==> src/rtl/sw_debounce_event.sv <==
// rtl/sw_debounce_event.sv - per-channel switch debounce with edge pulses and change-event handshake
module sw_debounce_event #(
  parameter int WIDTH           = 8,
  parameter int DEBOUNCE_CYCLES = 250000,
  parameter int CNT_W           = 18
) (
  input  logic             CLK,
  input  logic             RST,
  input  logic [WIDTH-1:0] SYNC_IN,
  output logic [WIDTH-1:0] STABLE,
  output logic [WIDTH-1:0] RISE,
  output logic [WIDTH-1:0] FALL,
  output logic             EVT_VALID,
  output logic [WIDTH-1:0] EVT_DATA,
  output logic [WIDTH-1:0] EVT_CHANGED,
  input  logic             EVT_ACK
);

  // Count value reached on the last disagreeing sample before a new level is accepted.
  localparam logic [CNT_W-1:0] CNT_LAST = CNT_W'(DEBOUNCE_CYCLES - 1);

  logic [CNT_W-1:0] cnt_q [WIDTH];
  logic [CNT_W-1:0] cnt_d [WIDTH];
  logic [WIDTH-1:0] stable_q, stable_d;
  logic [WIDTH-1:0] flip;
  logic [WIDTH-1:0] rise_q, rise_d;
  logic [WIDTH-1:0] fall_q, fall_d;
  logic             evt_valid_q, evt_valid_d;
  logic [WIDTH-1:0] evt_data_q, evt_data_d;
  logic [WIDTH-1:0] evt_changed_q, evt_changed_d;

  // Per-channel disagreement counters; a channel flips after DEBOUNCE_CYCLES consecutive mismatches.
  always_comb begin
    stable_d = stable_q;
    flip     = '0;
    for (int i = 0; i < WIDTH; i++) begin
      cnt_d[i] = cnt_q[i];
      if (SYNC_IN[i] == stable_q[i]) begin
        cnt_d[i] = '0;
      end else if (cnt_q[i] == CNT_LAST) begin
        cnt_d[i]    = '0;
        stable_d[i] = SYNC_IN[i];
        flip[i]     = 1'b1;
      end else begin
        cnt_d[i] = cnt_q[i] + CNT_W'(1);
      end
    end
    rise_d = flip & stable_d;
    fall_d = flip & ~stable_d;
  end

  // Event record: load on first change, coalesce while pending, retire on ack (a same-edge flip starts a fresh event).
  always_comb begin
    evt_valid_d   = evt_valid_q;
    evt_data_d    = evt_data_q;
    evt_changed_d = evt_changed_q;
    if (flip != '0) begin
      evt_valid_d = 1'b1;
      evt_data_d  = stable_d;
      if (evt_valid_q && !EVT_ACK) begin
        evt_changed_d = evt_changed_q | flip;
      end else begin
        evt_changed_d = flip;
      end
    end else if (evt_valid_q && EVT_ACK) begin
      evt_valid_d   = 1'b0;
      evt_changed_d = '0;
    end
  end

  // State registers with synchronous reset that also discards partial counts.
  always_ff @(posedge CLK) begin
    if (RST) begin
      for (int i = 0; i < WIDTH; i++) begin
        cnt_q[i] <= '0;
      end
      stable_q      <= '0;
      rise_q        <= '0;
      fall_q        <= '0;
      evt_valid_q   <= 1'b0;
      evt_data_q    <= '0;
      evt_changed_q <= '0;
    end else begin
      for (int i = 0; i < WIDTH; i++) begin
        cnt_q[i] <= cnt_d[i];
      end
      stable_q      <= stable_d;
      rise_q        <= rise_d;
      fall_q        <= fall_d;
      evt_valid_q   <= evt_valid_d;
      evt_data_q    <= evt_data_d;
      evt_changed_q <= evt_changed_d;
    end
  end

  assign STABLE      = stable_q;
  assign RISE        = rise_q;
  assign FALL        = fall_q;
  assign EVT_VALID   = evt_valid_q;
  assign EVT_DATA    = evt_data_q;
  assign EVT_CHANGED = evt_changed_q;

endmodule

==> config.mk <==
export PLATFORM = sky130hd
export DESIGN_NAME = sw_debounce_event
export DESIGN_NICKNAME = d
export VERILOG_FILES = /design/src/rtl/sw_debounce_event.sv
export SDC_FILE = /design/constraint.sdc
export NUM_CORES = 1
export LEC_CHECK = 0
export ABC_AREA = 1
export BUFFER_PORTS_ARGS = -buffer_cell sky130_fd_sc_hd__buf_2
export CORE_UTILIZATION = 54
export CTS_CLUSTER_DIAMETER = 30
export DETAILED_ROUTE_END_ITERATION = 8
export PLACE_DENSITY = 0.81
export SLEW_MARGIN = 10
export SYNTH_ARGS = -nofsm -noshare
export SYNTH_HDL_FRONTEND = slang
export SYNTH_SLANG_ARGS = --single-unit
==> constraint.sdc <==
create_clock -name CLK -period 2.7 [get_ports CLK]
set_input_delay 0.135 -clock CLK [delete_from_list [all_inputs] [get_ports CLK]]
set_output_delay 0.135 -clock CLK [all_outputs]
set_load 0.005 [all_outputs]
==> out/metrics.yaml <==
syn_nets: 1158
synth_top_family_by_area: "simple AND/OR/NAND/NOR gates"
worst_slew_pin_slew_ps: 715.2
rsz0062_at_grt: "no"
area_growth_pct: 12.58
outcome: "complete, no violations"
drt_iter0_markers: 404
antenna_found_initial: 0
worstSetupEndpointType: "register"
synthCells: 1139
die_h_um: 127.4
clock_path_buffers: 2
crit_fanout: 18
port_buffers: 51
yosysWarnings: 0
ys_types: 45
syn-cell-area_um2: 8497
fin_nets: 1224
synth_mux_area_share_pct: 0.1178
multi_input_area_um2: 4123
mostFrequentLayoutCells: "200 x nor2_1, 185 x dfxtp_1, 166 x nand2_1, 152 x inv_1, 81 x nand3_1"
fin_util_pct: 62.69
p_clk_share_pct: 44.9
pwr-share-comb_pct: 2.1
worstHoldPathType: "input port to register"
maxSlewViolCount: 0
wl_um: 16870
required_ps: 3060
fmax_mhz: 500.3
ff2ff_setup_slack_ps: 700
dr_total_vias: 7237
synth_compound_area_share_pct: 7.525
setup_viol: 0
synth_xor_area_share_pct: 5.257
post-place-ws_ps: 734.3
worstPathArrival_ps: 2360
ios: 52
grt_pass1_vias: 6679
ant_nets: 0
path_buf_inv: 1
power_density_nw_per_um2: 541.8
start_util_pct: 55.69
worstReg2RegStart: "cnt_q[1][54]"
drive_gt1_share_pct: 12.99
timing.final.ws_setup_ps: 701.2
critPathKind: "register to register"
gp_congestion: 0.8851
ir_drop_uv: 440.5
crit_chain: "ha_1 -> nand2_1 -> inv_1 -> nand2_1 -> nor2_1 -> nand3b_1 -> nand3_1 -> o21bai_1 -> a21oi_1"
power.internal_mw: 4.101
holdPathStages: 3
overflow: 0
slowest_stage: "nand3_1"
hold_buffers: 5
die_w_um: 127.4
vias_per_cell: 5.071
htree_num_levels: 4
startpoint_type: "register"
drtPass1Iterations: 5
cts_tree: "built"
switching_share_pct: 20.87
p_leak_nw: 3.863
track_usage_pct: 21.94
fin_skew_ps: 9.498
clockRootBuffer: "clkbuf_16"
yosys_most_used_dff: "dfxtp_1"
postPlaceCellArea_um2: 8969
regToRegEndpoint: "cnt_q[1][64]"
seqCellArea_um2: 3704
hold-path-endpoint: "FALL[0]"
diodes: 0
crit_family: "simple AND/OR/NAND/NOR gates"
reg2reg_depth: 9
core_region_area_um2: 15260
fp-row-count: 45
slew_headroom_pct: 52.19
hold_path.startpoint: "SYNC_IN[0]"
cts_resized: 0
p_seq_share_pct: 53.0
final_common_cell: "nor2_1"
cap_violations: 0
async_reset_ff_share_pct: 0
slowest_delay_ps: 490
n_fill_cell: 1361
synthAdderAreaFrac_pct: 1.178
synthSimpleGateAreaFrac_pct: 34.44
clk_latency_ps: 430
ys_ff_latch: 185
fin_area_um2: 9565
drc: 0
post-route-min-period_ps: 1999
yosysSeqAreaShare_pct: 43.59
die-area_um2: 16240
postCtsSetupRepairBufs: 0
grt_max_degree: 24
crit_top_cell: "nand2_1"
dp_hpwl_um: 12300
wl_per_cell_um: 11.82
cts_inserted_buffers: 17
fin_setup_tns_ps: 0
grt_first_pass_wirelength_um: 28750
clkSinkCount: 185
clk_pin_slew_ps: 60
syn_avg_cell_area_um2: 7.460
synth_edf_count: 0
hold_viol_final: 0
min_period_over_period_pct: 74.03
power_mw: 5.183
switchingPower_mw: 1.081
[power groups by stage]
stage               Combinational, mW  Clock [mW]  Sequential (mW)
floorplan                      0.0709           0             2.81
global placement                0.101           0             2.81
detailed placement              0.103           0             2.81
CTS                             0.109        2.37             2.75
global route                    0.123        2.50             2.75
finish                          0.109        2.32             2.75
[flip-flops by register name (all words and copies together), names as in the netlist]
name	cells
EVT_CHANGED	8
EVT_DATA	8
EVT_VALID	1
FALL	8
RISE	8
STABLE	8
cnt_q	144
[metrics by stage]
stage | hold slack (ps) | cells
6_report | 21.13 | 1427
5_1_grt | 27.66 | 1427
4_1_cts | 12.06 | 1427
3_5_place_dp | 352.2 | 1392
3_3_place_gp | 353.5 | 1392
2_1_floorplan | 211.7 | 1139
[cells in the mapped netlist (7+ instances only)]
| cell type | number | area share [%] |
|---|---|---|
| nand2_2 | 22 | 1.6 |
| o21a_1 | 10 | 0.88 |
| nor2_2 | 8 | 0.59 |
| nand3_1 | 81 | 4.8 |
| nor3_1 | 39 | 2.3 |
| ha_1 | 8 | 1.2 |
| xnor2_1 | 7 | 0.72 |
| nor3b_1 | 11 | 0.97 |
| inv_1 | 152 | 6.7 |
| a21oi_1 | 52 | 3.1 |
| xor2_1 | 44 | 4.5 |
| o21ai_0 | 25 | 1.5 |
| nor3_2 | 9 | 1.1 |
| dfxtp_1 | 185 | 44 |
| nand4_1 | 31 | 2.3 |
| a21oi_2 | 8 | 0.82 |
| nor2_1 | 200 | 8.8 |
| nand2_1 | 166 | 7.3 |
| inv_2 | 7 | 0.31 |
| buf_2 | 7 | 0.41 |
[routing by layer]
| layer | routed length, um | share of wire, % | vias up | track usage (%) |
|---|---|---|---|---|
| met4 | 472 | 2.8 | 0 | 10.01 |
| met1 | 7784 | 46 | 3280 | 26.31 |
| met2 | 7830 | 46 | 118 | 36.97 |
| met3 | 786 | 4.7 | 37 | 5.570 |
| met5 | 0 | 0 | - | 0 |
| li1 | - | - | 3802 | - |
[worst register-to-register path: cells and delay by family, from the launching register on]
| kind | cells | cell delay (ps) |
|---|---|---|
| buffers and inverters | 1 | 60 |
| AOI/OAI and AO/OA | 2 | 470 |
| DFF | 1 | 320 |
| adders and majority gates | 1 | 210 |
| and+or+nand+nor | 5 | 870 |
[cell families after synthesis]
| family | after synthesis |
|---|---|
| AND/OR/NAND/NOR | 611 |
| flip-flops | 185 |
| buffers and inverters | 172 |
| AO/OA/AOI/OAI | 111 |
| XOR/XNOR | 51 |
| adder cells (fa/ha/maj) | 8 |
| multiplexers | 1 |
[worst max-delay path by stage]
stage,startpoint,endpoint,slack [ps],cells past startpoint
6_report,cnt_q[1][54],cnt_q[1][64],700,9
4_1_cts,cnt_q[0][0],cnt_q[0][12],700,9
2_1_floorplan,cnt_q[0][0],EVT_DATA[6],1010,12
3_5_place_dp,cnt_q[1][54],cnt_q[1][68],730,9
5_1_grt,cnt_q[1][54],cnt_q[1][64],460,9
3_3_place_gp,cnt_q[1][54],cnt_q[1][64],780,9
[layout make-up]
class / count / share of cell area (%)
multi-input cells: 782 / 43.10
inverters: 160 / 6.279
repair buffers: 59 / 3.427
well taps: 211 / 2.760
clock buffers: 22 / 4.957
flip-flops and latches: 185 / 38.72
clock inverters: 8 / 0.7587
(Power assumes the default switching activity.)
